[config.mk]
export PLATFORM = sky130hd
export DESIGN_NAME = nibble_deserializer_flat
export DESIGN_NICKNAME = d
export VERILOG_FILES = /design/src/rtl/nibble_deserializer_if.sv /design/src/rtl/nibble_deserializer.sv /design/src/flat_wrapper.sv
export SDC_FILE = /design/constraint.sdc
export NUM_CORES = 1
export LEC_CHECK = 0
export CAP_MARGIN = 40
export CORE_AREA = 2 2 39 41
export CTS_BUF_LIST = sky130_fd_sc_hd__clkbuf_8
export DETAILED_ROUTE_END_ITERATION = 6
export DIE_AREA = 0 0 41 43
export HOLD_SLACK_MARGIN = 0.06
export PLACE_DENSITY = 0.72
export SLEW_MARGIN = 5
export SYNTH_ARGS = -nofsm -noshare
export SYNTH_HDL_FRONTEND = slang
export SYNTH_SLANG_ARGS = --single-unit
export TNS_END_PERCENT = 50
[constraint.sdc]
create_clock -name clk -period 4.3 [get_ports clk]
set_input_delay 0.43 -clock clk [delete_from_list [all_inputs] [get_ports clk]]
set_output_delay 0.43 -clock clk [all_outputs]
set_load 0.02 [all_outputs]
[src/rtl/nibble_deserializer_if.sv]
`default_nettype none
// ============================================================================
//  Module      : nibble_deserializer_if
//  Description : Bus bundle for the nibble deserializer. It carries the serial
//                input side (sin / sin_valid / sin_ready / flush) and the
//                word-output side (dout / dout_valid / dout_ready / busy).
//                The slave modport is the deserializer's view of the bus.
//                The master modport is the view of whatever drives the
//                serial bits and consumes the words.
//  Revision    : 1.0 - initial release
// ============================================================================
interface nibble_deserializer_if;
    logic       sin;
    logic       sin_valid;
    logic       sin_ready;
    logic       flush;
    logic [3:0] dout;
    logic       dout_valid;
    logic       dout_ready;
    logic       busy;

    modport master (
        output sin, sin_valid, flush, dout_ready,
        input  sin_ready, dout, dout_valid, busy
    );

    modport slave (
        input  sin, sin_valid, flush, dout_ready,
        output sin_ready, dout, dout_valid, busy
    );
endinterface
`default_nettype wire

[src/rtl/nibble_deserializer.sv]
`default_nettype none
// ============================================================================
//  Module      : nibble_deserializer
//  Description : Assembles a 1-bit serial stream into 4-bit words. Each
//                completed word is presented through a one-word holding
//                buffer on a valid/ready interface. The serial side is
//                stalled only when the shifter holds three bits, the buffer
//                is full and downstream is not taking the buffered word.
//  Ports       : clk   - rising-edge clock
//                clr_n - asynchronous active-low reset
//                bus   - slave modport carrying:
//                        sin, sin_valid, sin_ready, flush   (serial side)
//                        dout, dout_valid, dout_ready, busy (word side)
//  Parameters  : LSB_FIRST - 1: first bit lands in dout[0]
//                            0: first bit lands in dout[3]
//  Revision    : 1.0 - initial release
// ============================================================================
module nibble_deserializer #(
    parameter int LSB_FIRST = 1
) (
    input  wire logic              clk,
    input  wire logic              clr_n,
    nibble_deserializer_if.slave   bus
);

    // IDLE <=> bit_cnt == 0, SHIFT <=> bit_cnt in 1..3
    typedef enum logic [0:0] {
        ST_IDLE  = 1'b0,
        ST_SHIFT = 1'b1
    } state_t;

    state_t     state_q,   state_d;
    logic [1:0] bit_cnt_q, bit_cnt_d;
    logic [3:0] shreg_q,   shreg_d;
    logic [3:0] hold_q,    hold_d;
    logic       hold_v_q,  hold_v_d;

    logic       w_last;
    logic       w_stall;
    logic       w_sin_ready;
    logic       w_accept;
    logic       w_complete;
    logic       w_drain;
    logic [1:0] w_bit_idx;
    logic [3:0] w_merged;

    assign w_last      = (bit_cnt_q == 2'd3);
    // Only the fourth bit needs the buffer, and the buffer frees up in the
    // same cycle downstream takes it, so dout_ready may release the stall.
    assign w_stall     = w_last & hold_v_q & ~bus.dout_ready;
    assign w_sin_ready = ~bus.flush & ~w_stall;
    assign w_accept    = bus.sin_valid & w_sin_ready;
    assign w_complete  = w_accept & w_last;
    assign w_drain     = hold_v_q & bus.dout_ready;

    // MSB-first position is 3 - bit_cnt, which is the bitwise inverse for 2 bits
    assign w_bit_idx   = (LSB_FIRST != 0) ? bit_cnt_q : ~bit_cnt_q;

    // Shift register contents with the incoming bit already merged, so the
    // fourth bit can go straight into the holding buffer.
    always_comb begin
        w_merged            = shreg_q;
        w_merged[w_bit_idx] = bus.sin;
    end

    always_comb begin
        state_d   = state_q;
        bit_cnt_d = bit_cnt_q;
        shreg_d   = shreg_q;
        hold_d    = hold_q;
        hold_v_d  = hold_v_q;

        if (bus.flush) begin
            // sin_ready is low during flush, so no bit can be accepted here
            state_d   = ST_IDLE;
            bit_cnt_d = 2'd0;
            shreg_d   = 4'd0;
        end else if (w_accept) begin
            if (w_last) begin
                state_d   = ST_IDLE;
                bit_cnt_d = 2'd0;
                shreg_d   = 4'd0;
                hold_d    = w_merged;
            end else begin
                state_d   = ST_SHIFT;
                bit_cnt_d = bit_cnt_q + 2'd1;
                shreg_d   = w_merged;
            end
        end

        // A completing word takes priority over the drain, so a word that
        // lands in the same cycle the old one leaves keeps the buffer valid.
        if (w_complete) begin
            hold_v_d = 1'b1;
        end else if (w_drain) begin
            hold_v_d = 1'b0;
        end
    end

    always_ff @(posedge clk or negedge clr_n) begin
        if (!clr_n) begin
            state_q   <= ST_IDLE;
            bit_cnt_q <= 2'd0;
            shreg_q   <= 4'd0;
            hold_q    <= 4'd0;
            hold_v_q  <= 1'b0;
        end else begin
            state_q   <= state_d;
            bit_cnt_q <= bit_cnt_d;
            shreg_q   <= shreg_d;
            hold_q    <= hold_d;
            hold_v_q  <= hold_v_d;
        end
    end

    assign bus.sin_ready  = w_sin_ready;
    assign bus.dout       = hold_q;
    assign bus.dout_valid = hold_v_q;
    assign bus.busy       = (state_q == ST_SHIFT);

endmodule
`default_nettype wire

[src/flat_wrapper.sv]
// flat-port wrapper written by rule: the top's interface ports become plain ports
module nibble_deserializer_flat 
#(
    parameter int LSB_FIRST = 1
)
  (clk, clr_n, bus_sin, bus_sin_valid, bus_flush, bus_dout_ready, bus_sin_ready, bus_dout, bus_dout_valid, bus_busy);
  nibble_deserializer_if bus_i ();
  input  wire logic clk;
  input  wire logic clr_n;
  input wire logic [$bits(bus_i.sin)-1:0] bus_sin;
  input wire logic [$bits(bus_i.sin_valid)-1:0] bus_sin_valid;
  input wire logic [$bits(bus_i.flush)-1:0] bus_flush;
  input wire logic [$bits(bus_i.dout_ready)-1:0] bus_dout_ready;
  output wire logic [$bits(bus_i.sin_ready)-1:0] bus_sin_ready;
  output wire logic [$bits(bus_i.dout)-1:0] bus_dout;
  output wire logic [$bits(bus_i.dout_valid)-1:0] bus_dout_valid;
  output wire logic [$bits(bus_i.busy)-1:0] bus_busy;
  assign bus_i.sin = bus_sin;
  assign bus_i.sin_valid = bus_sin_valid;
  assign bus_i.flush = bus_flush;
  assign bus_i.dout_ready = bus_dout_ready;
  assign bus_sin_ready = bus_i.sin_ready;
  assign bus_dout = bus_i.dout;
  assign bus_dout_valid = bus_i.dout_valid;
  assign bus_busy = bus_i.busy;
  nibble_deserializer #(.LSB_FIRST(LSB_FIRST)) u_core (.clk(clk), .clr_n(clr_n), .bus(bus_i));
endmodule
# Word level (Yosys, flattened, before mapping)
# Index checks and enable logic that the tools add are counted.
# W data, S select, Z words.
[classes] mux=14 reduce_logical=4 n_addsub=1 n_eq_ne=1 n_bitwise=9 shift=0 n_div=0 n_mul=0 order_cmp=2
[op_table] cell="$mux W4" count=3
[op_table] cell="$and A1 B1 Y1" count=6
[op_table] cell="$mux W1" count=6
[op_table] cell="$mux W2" count=3
[op_table] cell="$bwmux W4" count=1
[op_table] cell="$reduce_bool A2 Y1" count=2
[op_table] cell="$lt A2 B3 Y1 const B" count=1
[op_table] cell="$not A1 Y1" count=3
[op_table] cell="$reduce_and A3 Y1" count=1
[op_table] cell="$add A2 B1 Y2 const B" count=1
[op_table] cell="$demux W1 S2" count=1
[op_table] cell="$eq A2 B2 Y1 const B" count=1
[op_table] cell="$ge A2 B1 Y1 const B" count=1
[op_table] cell="$logic_and A1 B1 Y1" count=1
[word_totals] latchBits=0 elab_cells=36 mem_bits_ro=0 out_inout_bits=7 inputBits=6 ram_bits=0 register_bits=12 mem_count=0

# Logic depth before layout (Yosys ltp)
# Gate-level depths: netlist of the first run.
[logic_depth] word_depth=8 depth_mapped=5 depth_no_buf=5

# Worst setup path after synthesis of the first run
# No wires, ideal clock.
[synth_timing] path_type="register to output" from="reg u_core.bit_cnt_q[0]" to="out bus_sin_ready" slack_ns=2.695 required_ns=3.870 path_stages_with_launch=4 path_buffers=0 arrival_ns=1.175 path_cell_list="dfrtp_1 > ha_1 > and3b_1 > nor2_1"
[synth_via] elab_chain_cells=5
[synth_rtl] item="start: declaration" line_no="nibble_deserializer.sv:33" text="logic [1:0] bit_cnt_q, bit_cnt_d;"
[synth_rtl] item="start signal: assignment" line_no="nibble_deserializer.sv:109" text="bit_cnt_q <= bit_cnt_d;"
[synth_rtl] item="$eq A2 B2 Y1" line_no="nibble_deserializer.sv:47" text="assign w_last = (bit_cnt_q == 2'd3);"
[synth_rtl] item="$and A1 B1 Y1 (2 in a row)" line_no="nibble_deserializer.sv:50" text="assign w_stall = w_last & hold_v_q & ~bus.dout_ready;"
[synth_rtl] item="$not A1 Y1" line_no="nibble_deserializer.sv:51" text="assign w_sin_ready = ~bus.flush & ~w_stall;"
[synth_rtl] item="$and A1 B1 Y1" line_no="nibble_deserializer.sv:51"
[synth_rtl] item="end: declaration" line_no="flat_wrapper.sv:14" text="output wire logic [$bits(bus_i.sin_ready)-1:0] bus_sin_ready;"
# Every way passes these cells.

# Final worst setup path of the first run
# Ends and elaborated chain as after synthesis.

==> impl_metrics.csv, run 1 <==
group,metric,value,unit
place,dpl.hpwl,884,µm
place,postPlaceCellArea,766,µm²
timing,setup_viol,0,
route,drc_errors,0,
die,rows,14,
timing,skew,0.00142,ns
power,vdd_ir_drop_max,0.280,mV
final_layout,fill_cells,118,
synth,yosys.area.top_type,"dfrtp_1",
synth,synth_top_area_frac,0.430,
route,first_pass_iters,2,
route,wirelength,1180,µm
synth,ys_seq_elements,11,
synth,synth_commonest_cells,"dfrtp_1 (11), nand2_1 (8), nand2b_1 (5), ha_1 (4), mux2_4 (4)",
synth,synth_xor_area_frac,0,
final_layout,drive_above_1_share,0.181,
synth,synth_area,641,µm²
clock_network,cts_buffers,3,
final_layout,nNetsFinal,83,
worst_setup_path,end_kind,"output port",
timing,fmax,422,MHz
clock_network,cts_tree,"built",
clock_network,cts_sinks,11,
timing,drv_slew,0,
synth,synthAdderAreaFrac,0.0781,
clock_network,clockBufferDepth,2,
route,wl_per_cell,13.4,µm
global_routing,grt_pass1_vias,434,
synth,synthArstFlopShare,1.00,
route,postRouteAntennaNets,0,
route,viasPerCell,5.17,
global_routing,grt_usage,0.192,
timing,hold_viol,0,
worst_hold_path,hold_class,"flip-flop to flip-flop",
die,core,0.00138,mm²
synth,yosys.area_share.simple,0.227,
die,die_w,41,µm
place,gp_congestion,0.696,
status,outcome,"completed",
synth,ys_seq_area_frac,0.430,
clock_network,cts_resized,0,
die,dieArea,0.00176,mm²
final_layout,syn2layout_area_growth,26.6,%
place,io_buffers,12,
global_routing,grt_pass1_wl,2080,µm
global_routing,grt_max_degree,13,
synth,synth_area_per_cell,11.0,µm²
worst_setup_path,cp_slowest_cell,"clkdlybuf4s50_1",
worst_setup_path,crit_type,"flip-flop to output port",
synth,yosysWarnings,0,
clock_network,cts-root-buf,"clkbuf_8",
synth,synth_top_family_by_area,"simple AND/OR/NAND/NOR gates",
timing,rsz0062_at_grt,"no",
timing,fin_crit,2.37,ns
synth,syn-instance-count,58,
power,power_density,339,mW/mm²
synth,synthFlopType,"dfrtp_1",
synth,synth_area_leaders,"dfrtp_1 (43%), mux2_4 (9.4%), ha_1 (7.8%), mux2_2 (5.3%), nand2b_1 (4.9%)",
synth,syn_nets,68,
final_layout,stdcell_count,88,
clock_network,ctsHoldBuffers,0,
final_layout,postLayoutCellArea,811,µm²
synth,synthDistinctLibCells,22,
die,die_h,43,µm
flow_run,maxCapViolCount,0,
worst_setup_path,startpoint_type,"flip-flop",
timing,setup-tns-final,0,ns
route,drtIter0Drc,1,
clock_network,post_cts_buffers,0,
global_routing,antenna_found_initial,0,
timing,maxSlewHeadroom,0.661,
global_routing,gr-total-overflow,0,
synth,synth_compound_area_frac,0.0684,
timing,finalCritPeriodShare,0.551,
power,p_leak,0.388,nW
die,start_util,0.463,
timing,tightest_slew,0.507,ns
worst_setup_path,crit_fanout,8,
final_layout,antenna_cells,0,
clock_network,clk_latency,0.24,ns
worst_setup_path,crit_required,3.87,ns
timing,holdWs,0.509,ns
synth,synth_edf_count,0,
place,dp_cells,84,
worst_setup_path,cpPeakStageDelay,0.61,ns
synth,muxShareOfSynthArea,0.162,
clock_network,cts_max_level,1,
synth,yosysMostFrequentCell,"dfrtp_1",
worst_setup_path,crit_chain,"ha_1 > and3b_1 > nor2_1 > clkdlybuf4s50_1",
route,num_vias,455,
die,io_pins,13,
worst_setup_path,crit_arrival,1.94,ns
clock_network,clk_pin_slew,0.05,ns
==> logic make-up (layout without fill, tap and decap cells) <==
| family | Yosys count | count (layout) |
|---|---|---|
| flip-flops | 11 | 11 |
| AND/OR/NAND/NOR | 23 | 23 |
| AO/OA/AOI/OAI | 8 | 8 |
| multiplexers | 8 | 8 |
| adder cells (fa/ha/maj) | 4 | 4 |
| buffers and inverters | 4 | 18 |
==> registers in the layout, summed over array words and instances (netlist names) <==
register / flops
u_core.bus.dout_valid: 1
u_core.bus.dout: 4
u_core.bus.busy: 1
u_core.bit_cnt_q: 2
u_core.shreg_q: 3
==> through the flow <==
step	utilization	power [W]	setup slack (ns)
after CTS	0.586	0.000278	1.92
after global routing	0.586	0.000292	1.79
after global placement	0.553	0.000172	2.02
final	0.586	0.000275	1.93
after detailed placement	0.553	0.000174	2.00
after floorplan	-	0.000150	2.69
==> worst paths after layout <==
check                                     end                 from  depth (start not counted)  slack (ns)
min in group asynchronous  u_core.bus.dout[1]                clr_n                          1        0.53
setup reg to reg           u_core.bus.dout[2]  u_core.bit_cnt_q[0]                          4        2.85
setup / recovery                bus_sin_ready  u_core.bit_cnt_q[0]                          4        1.93
hold reg to reg            u_core.bus.dout[1]   u_core.bus.dout[1]                          1        0.51
hold / removal             u_core.bus.dout[1]   u_core.bus.dout[1]                          1        0.51
max in group asynchronous   u_core.shreg_q[1]                clr_n                          1        3.43
==> layout by cell type, fill, tap and decap left out <==
master           count
o31ai_1              1
mux2_4               4
and3_4               1
ha_1                 4
and4bb_1             1
nor2b_1              3
inv_1                3
o21ai_1              3
nand2b_1             5
mux2_2               3
nor2_1               1
mux2i_1              1
dfrtp_1             11
o22ai_1              1
nor2b_2              1
clkbuf_8             3
clkdlybuf4s50_1     12
or3_1                1
nor2b_4              1
o21ai_0              3
and3b_1              1
nand2_1              8
==> layout make-up <==
class                      instances  area (µm²)  area share
tap                               16        20.0      0.0247
clock inverter                     1        3.75     0.00463
sequential                        11         275       0.340
clock buffer                       3        41.3      0.0509
inverter                           2        7.51     0.00926
multi-input combinational         43         343       0.423
timing repair buffer              12         120       0.148
==> per-layer routing <==
layer | track usage | part of all wire | vias to the layer above | wire (µm)
met2 | 0.253 | 0.47 | 13 | 549
li1 | - | - | 222 | -
met3 | 0.0628 | 0.054 | 4 | 64
met5 | 0 | 0 | - | 0
met4 | 0.160 | 0.041 | 0 | 48
met1 | 0.239 | 0.44 | 216 | 514
==> power by group <==
group	leakage [nW]	switching, W	internal [W]	total (W)
sequential	0.149	0.00000511	0.000112	0.000117
clock	0.0269	0.0000410	0.0000629	0.000104
combinational	0.212	0.0000245	0.0000297	0.0000542
total	0.388	0.0000706	0.000204	0.000275
==> critical path, delay by kind of cell (launching register included) <==
family | cells | cell delay (ns)
buffers and inverters | 1 | 0.61
adder cells (fa/ha/maj) | 1 | 0.29
flip-flops | 1 | 0.40
AND/OR/NAND/NOR | 2 | 0.39
No activity file was read; power rests on OpenSTA's default activity.
==> run 2: changes to the inputs <==
- clock period: 4.3 -> 2.3 ns (I/O delays scaled with it)
==> run 2 against run 1 <==
Non-clock buffer count rose by 1. Die area did not move. First-iteration DRC count rose to 4.0 times the previous value. Hold slack got worse by 0.18 ns.
==> impl_metrics.csv, run 2 (same netlist as run 1, synthesis figures left out) <==
group,metric,value,unit
power,power,0.000512,W
route,wl_per_cell,12.8,µm
route,num_vias,449,
final_layout,fill_cells,120,
status,outcome,"completed",
final_layout,final_common_cell,"clkdlybuf4s50_1",
global_routing,grt_pass1_vias,430,
worst_setup_path,crit_type,"flip-flop to output port",
route,wl_met3,58,µm
die,io_pins,13,
clock_network,cts_resized,0,
clock_network,cts_tree,"built",
worst_setup_path,crit_arrival,1.92,ns
final_layout,postLayoutCellArea,818,µm²
final_layout,drive_above_1_share,0.192,
timing,tightest_slew,0.502,ns
route,drt-met1-wl,523,µm
power,vdd_ir_drop_max,0.348,mV
worst_hold_path,hold_class,"input port to asynchronous set/reset pin",
worst_setup_path,regToRegSetupSlack,0.86,ns
worst_setup_path,end_kind,"output port",
place,postPlaceCellArea,773,µm²
route,first_pass_iters,2,
clock_network,post_cts_buffers,0,
clock_network,clk_pin_slew,0.05,ns
route,postRouteAntennaNets,0,
worst_setup_path,crit_required,2.07,ns
timing,setup_viol,0,
clock_network,cts_sinks,11,
global_routing,grt_usage,0.160,
timing,hold_viol,0,
global_routing,grt_pass1_wl,1820,µm
clock_network,clk_latency,0.24,ns
timing,rsz0062_at_grt,"no",
timing,fmax,465,MHz
clock_network,ctsHoldBuffers,0,
die,start_util,0.463,
die,die_h,43,µm
worst_setup_path,crit_fanout,8,
route,drc_errors,0,
die,dieArea,0.00176,mm²
place,dpl.hpwl,849,µm
place,gp_congestion,0.728,
die,rows,14,
clock_network,cts_max_level,1,
final_layout,layout_common_cells,"clkdlybuf4s50_1 (12), dfrtp_1 (11), nand2_1 (8)",
clock_network,cts-root-buf,"clkbuf_8",
place,io_buffers,12,
route,top_layer,"met4",
final_layout,nNetsFinal,84,
timing,drv_slew,0,
final_layout,syn2layout_area_growth,27.7,%
global_routing,gr-total-overflow,0,
route,met2WireLength,520,µm
flow_run,maxCapViolCount,0,
clock_network,clockBufferDepth,2,
route,wirelength,1140,µm
worst_setup_path,worst_r2r_path_depth,4,
clock_network,cts_buffers,3,
timing,finalCritPeriodShare,0.935,
route,viasPerCell,5.04,
worst_setup_path,timing.rr.end,"u_core.bit_cnt_q[1]",
power,power_density,626,mW/mm²
global_routing,antenna_found_initial,0,
worst_setup_path,timing.rr.start,"u_core.bit_cnt_q[0]",
final_layout,largest_reg_flops,4,
timing,fin_crit,2.15,ns
power,p_leak,0.392,nW
die,die_w,41,µm
final_layout,fin_util,0.591,
final_layout,antenna_cells,0,
timing,maxSlewHeadroom,0.665,
timing,setup-tns-final,0,ns
worst_setup_path,startpoint_type,"flip-flop",
global_routing,grt_max_degree,12,
die,core,0.00138,mm²
timing,skew,0.00171,ns
route,drtIter0Drc,4,
-- run 2: cell types whose count changed in the layout (fill, tap and decap cells not counted), sizes merged --
cell	change
buf	+1
-- run 2: metal layers --
metal | vias up | global-route usage
met5 | - | 0
met2 | 12 | 0.234
met3 | 4 | 0.0314
met1 | 209 | 0.194
li1 | 224 | -
met4 | 0 | 0.120
-- run 2: worst max-delay path by stage --
stage	from	endpoint	slack, ns	cells past startpoint
after floorplan	u_core.bit_cnt_q[0]	bus_sin_ready	0.89	3
after global placement	bus_dout_ready	bus_sin_ready	0.43	4
after detailed placement	bus_dout_ready	bus_sin_ready	0.41	4
after CTS	u_core.bit_cnt_q[0]	bus_sin_ready	0.15	4
after global routing	u_core.bit_cnt_q[0]	bus_sin_ready	0.06	4
final	u_core.bit_cnt_q[0]	bus_sin_ready	0.15	4
-- run 2: stage by stage --
step                      instances  hold slack, ns  worst slack (ns)
final                            89           0.329             0.149
after detailed placement         85           0.504             0.406
after floorplan                  58         -0.0656             0.895
after CTS                        89           0.350             0.146
after global routing             89           0.381            0.0616
after global placement           85           0.497             0.432
-- run 2: final cells by class --
class / instances / area, µm² / area share
multi-input combinational: 43 / 343 / 0.419
sequential: 11 / 275 / 0.336
timing repair buffer: 13 / 128 / 0.156
clock buffer: 3 / 41.3 / 0.0505
tap: 16 / 20.0 / 0.0245
inverter: 2 / 7.51 / 0.00917
clock inverter: 1 / 3.75 / 0.00459
-- run 2: worst max-delay path: stages, from the launching register on --
cell             delay (ns)
dfrtp_1                0.40
ha_1                   0.28
and3b_1                0.26
nor2_1                 0.12
clkdlybuf4s50_1        0.61
-- run 2: power breakdown --
group | internal [W] | switching (W)
clock network | 0.000117 | 0.0000741
registers | 0.000209 | 0.00000939
logic | 0.0000567 | 0.0000462
total | 0.000383 | 0.000130
==> run 3: changes to the inputs <==
- CORE_AREA: 2 2 39 41 -> default
- CORE_UTILIZATION: default -> 46
- CTS_BUF_LIST: sky130_fd_sc_hd__clkbuf_8 -> sky130_fd_sc_hd__clkbuf_4 sky130_fd_sc_hd__clkbuf_8
- DIE_AREA: 0 0 41 43 -> default
- PLACE_DENSITY: 0.72 -> 0.73
- clock period: 2.3 -> 1.9 ns (I/O delays scaled with it)
==> run 3 against run 2 <==
Worst setup slack gained 0.042 ns. Utilization increased by 3.9 points. Register-to-register slack worse by 0.42 ns. Sequential power is 20% higher. Via count up 2.2%. Design area rose by 0.31%. Critical path type unchanged. Largest cell class unchanged. Largest power group unchanged.
==> impl_metrics.csv, run 3 (same netlist as run 1, synthesis figures left out) <==
group,metric,value,unit
timing,skew,0.00660,ns
power,p_sw,0.000156,W
global_routing,grt_pass1_wl,1730,µm
die,die_w,39.3,µm
timing,setup_ws,0.191,ns
worst_setup_path,end_kind,"output port",
global_routing,gr-total-overflow,0,
clock_network,cts_sinks,11,
die,start_util,0.492,
power,seq_power_share,0.472,
power,p_int,0.000400,W
status,outcome,"completed",
route,wl_per_cell,11.8,µm
timing,fin_crit,1.71,ns
global_routing,antenna_found_initial,0,
place,io_buffers,12,
final_layout,layout_common_cells,"clkdlybuf4s50_1 (11), dfrtp_1 (11), nand2_1 (8)",
power,vdd_ir_drop_max,0.368,mV
clock_network,clk_latency,0.28,ns
place,dpl.hpwl,799,µm
clock_network,cts_resized,1,
final_layout,nNetsFinal,87,
final_layout,syn2layout_area_growth,28.1,%
clock_network,cts_max_level,1,
timing,finalCritPeriodShare,0.899,
clock_network,post_cts_buffers,0,
worst_hold_path,hold_class,"input port to asynchronous set/reset pin",
route,wirelength,1080,µm
power,p_leak,0.400,nW
final_layout,largest_reg_flops,4,
clock_network,ctsHoldBuffers,0,
place,gp_congestion,0.739,
timing,setup_viol,0,
timing,tightest_slew,0.505,ns
timing,fmax,585,MHz
worst_setup_path,crit_type,"flip-flop to output port",
clock_network,cts_tree,"built",
worst_setup_path,crit_fanout,4,
place,postPlaceCellArea,795,µm²
clock_network,clk_pin_slew,0.08,ns
global_routing,grt_max_degree,12,
global_routing,grt_pass1_vias,416,
final_layout,fin_util,0.631,
worst_setup_path,crit_path_start,"u_core.bit_cnt_q[0]",
power,switching_share,0.281,
place,place_worst_setup_slack,0.183,ns
route,drc_errors,0,
worst_setup_path,timing.rr.start,"u_core.bit_cnt_q[0]",
final_layout,fill_cells,114,
die,die_h,39.3,µm
route,postRouteAntennaNets,0,
timing,drv_slew,0,
die,io_pins,13,
worst_setup_path,crit_arrival,1.52,ns
die,dieArea,0.00155,mm²
die,core,0.00130,mm²
power,power_density,677,mW/mm²
route,first_pass_iters,4,
power,power,0.000556,W
route,viasPerCell,5.04,
worst_setup_path,crit_required,1.71,ns
timing,setup-tns-final,0,ns
worst_setup_path,startpoint_type,"flip-flop",
clock_network,cts_buffers,3,
final_layout,antenna_cells,0,
power,combPwrFrac,0.225,
timing,hold_viol,0,
timing,maxSlewHeadroom,0.663,
die,rows,13,
power,clkPwrFrac,0.303,
flow_run,maxCapViolCount,0,
route,num_vias,459,
final_layout,drive_above_1_share,0.237,
route,drtIter0Drc,4,
global_routing,grt_usage,0.179,
final_layout,postLayoutCellArea,821,µm²
clock_network,clockBufferDepth,2,
timing,rsz0062_at_grt,"no",
clock_network,cts-root-buf,"clkbuf_4",
run 3: cell count changes in the layout (fill, tap and decap cells not counted), sizes merged:
| cell | delta |
|---|---|
| buf | +3 |
| clkdlybuf4s50 | -1 |
| clkinv | +1 |
| dlygate4sd2 | +1 |
| inv | -1 |
run 3: worst max-delay path: stages, from the launching register on:
cell,delay (ns)
dfrtp_1,0.42
ha_1,0.22
and3b_1,0.19
nor2_1,0.08
dlygate4sd2_1,0.33
run 3: worst paths after layout:
kind / to / slack [ns] / depth (start not counted)
worst min register to register: u_core.bus.dout[0] / 0.52 / 1
worst max-delay path: bus_sin_ready / 0.19 / 4
worst min-delay path: u_core.bus.dout[0] / 0.24 / 1
max in group asynchronous: u_core.bus.dout[2] / 1.32 / 1
worst max register to register: u_core.bus.dout[2] / 0.44 / 4
min in group clk: u_core.bus.dout[0] / 0.52 / 1
run 3: through the flow:
| step | hold WS, ns | instances |
|---|---|---|
| after floorplan | -0.106 | 58 |
| after global placement | 0.495 | 87 |
| after detailed placement | 0.492 | 87 |
| after CTS | 0.260 | 91 |
| after global routing | 0.286 | 91 |
| final | 0.240 | 91 |
run 3: per-layer routing:
metal / global-route usage / wire [µm] / up-vias
li1: - / - / 231
met4: 0.129 / 17 / 0
met5: 0 / 0 / -
met1: 0.222 / 515 / 213
met2: 0.263 / 479 / 13
met3: 0.0511 / 64 / 2
run 3: power groups by stage:
stage / Combinational (W) / Clock, W / Sequential (W)
after floorplan: 0.0000578 / 0 / 0.000281
after global placement: 0.000126 / 0 / 0.000267
after detailed placement: 0.000127 / 0 / 0.000267
after CTS: 0.000127 / 0.000173 / 0.000263
after global routing: 0.000136 / 0.000185 / 0.000265
final: 0.000125 / 0.000168 / 0.000262
run 3: area by class of cell:
type,count,area (µm²),share of cell area
multi-input cells,43,343,0.418
flip-flops and latches,11,275,0.335
repair buffers,16,149,0.181
clock buffers,3,22.5,0.0274
well taps,15,18.8,0.0229
inverters,2,7.51,0.00915
clock inverters,1,5.00,0.00610
==> patch: new RTL, config.mk and constraints of run 3 <==
`LSB_FIRST` is set to 1 in 2 places; all go to 0. Comments in the files are not updated.
--- a/src/rtl/nibble_deserializer.sv
+++ b/src/rtl/nibble_deserializer.sv
@@ -18,3 +18,3 @@
 module nibble_deserializer #(
-    parameter int LSB_FIRST = 1
+    parameter int LSB_FIRST = 0
 ) (
--- a/src/flat_wrapper.sv
+++ b/src/flat_wrapper.sv
@@ -3,3 +3,3 @@
 #(
-    parameter int LSB_FIRST = 1
+    parameter int LSB_FIRST = 0
 )
Formal check against the unedited RTL: not equivalent (Yosys sat finds a counterexample within 10 cycles, from zero or initial values).
==> patch against run 3 <==
Worst setup slack better by 0.045 ns; area after synthesis fell by 3.7%; cell area decreased by 3.7%; largest power group unchanged; via count shrank 2.8%; sequential share of layout area rose by 1.3 points; sequential cell count did not move; clock skew fell by 0.0015 ns; highest routed layer is now met3; global-route usage is 2.2 points higher; routed wire length is 8.1% higher; power rose by 0.12%; sequential power hardly changed; count of clock-buffer cells in the layout is 1 higher.
==> patch: results (changes against run 3) <==
- Clock insertion delay at the later pin of the skew report: 0.26 ns (-0.02 ns)
- Layout filler cell count: 95 (-17%)
- Cell at the root of the clock tree: sky130_fd_sc_hd__clkbuf_4
- Global routing usage on met3: 0.05202 (+0.0008868)
- Sequential power share: 0.471 (about the same)
- Highest signal layer in the routed design: met3
- Total GRT Usage: 0.2017 (+0.02241)
- Starting density of the core: 0.5267 (+0.03440)
- Via count normalized by instance count: 5.439 (+7.8%)
- Half-perimeter wire length after detailed placement: 890.8 um (+12%)
- Number of distinct library cells after synthesis: 19 (-14%)
- Power Internal: 411.8 uW (+3.0%)
- Final Wtd Congestion: 0.8165 (+10%)
- Worst reg2reg endpoint: u_core.shreg_q[1]$_DFFE_PN0P_
- Peak clock frequency supported by timing: 0.6009 GHz (+2.7%)
- Total clock network power: 173 uW (+3%)
- Wire length of the first global-routing pass: 2035 um (+18%)
- Final routed wire length divided by cell count: 14.18 um (+20%)
- Vias in the first global route: 455 (+9.4%)
- Peak supply drop: 0.4516 mV (+23%)
- GR met1 Demand/Resource: 0.2937 (+0.07146)
- Worst slew slack as a fraction of its limit: 0.6722 (+0.009634)
- Sequential area share after synthesis: 0.4462 (+0.01656)
- Global-route met2 utilization: 0.3083 (+0.04583)
- Net count after synthesis: 60 (-12%)
- Most frequent cells after synthesis: sky130_fd_sc_hd__dfrtp_1 (11), sky130_fd_sc_hd__ha_1 (4), sky130_fd_sc_hd__mux2_4 (4), sky130_fd_sc_hd__nand2_1 (4)
- Starting DRT DRC Count: 9 (+5)
- Compound-gate portion of the synthesized area: 0.1156 (+0.04726)
- Setup slack, reg-to-reg: 0.30 ns (-0.14 ns)
- FF-to-FF path depth: 5 (+1)
- Dpl ws: 0.1957 ns (+0.01301 ns)
- Arithmetic-cell share of the synthesized area counting full adders, half adders and majority gates: 0.08114 (+0.003011)
- Routed met2 length: 549 um (+15%)
- Outcome: complete, no violations
- Final Hold Slack: 0.2527 ns (+0.01276 ns)
- Leakage dissipation: 0.0003610 uW (-9.8%)
- DRT met1 WL: 571 um (+11%)
[patch: cell count changes in the layout (fill, tap and decap cells not counted), sizes merged, moves of 2 or more]
cell,run 3,this run
nand2,8,4
nor2b,5,1
nand4,0,2
and2,0,2
nand2b,5,2
o21ai,6,1
o211ai,0,3
a32o,0,3
[patch: area by class of cell]
class	count	area [um^2]	share of cell area
multi-input cells	34	307.8	0.3892
flip-flops and latches	11	275.3	0.3481
repair buffers	16	148.9	0.1883
clock buffers	4	30.03	0.03797
well taps	14	17.52	0.02215
inverters	3	11.26	0.01424
[patch: through the flow]
| stage | area (um^2) | cells | util |
|---|---|---|---|
| after detailed placement | 762.0 | 78 | 0.6506 |
| final | 790.8 | 82 | 0.6752 |
| after floorplan | 616.8 | 50 | - |
| after global routing | 790.8 | 82 | 0.6752 |
| after global placement | 762.0 | 78 | 0.6506 |
| after CTS | 790.8 | 82 | 0.6752 |
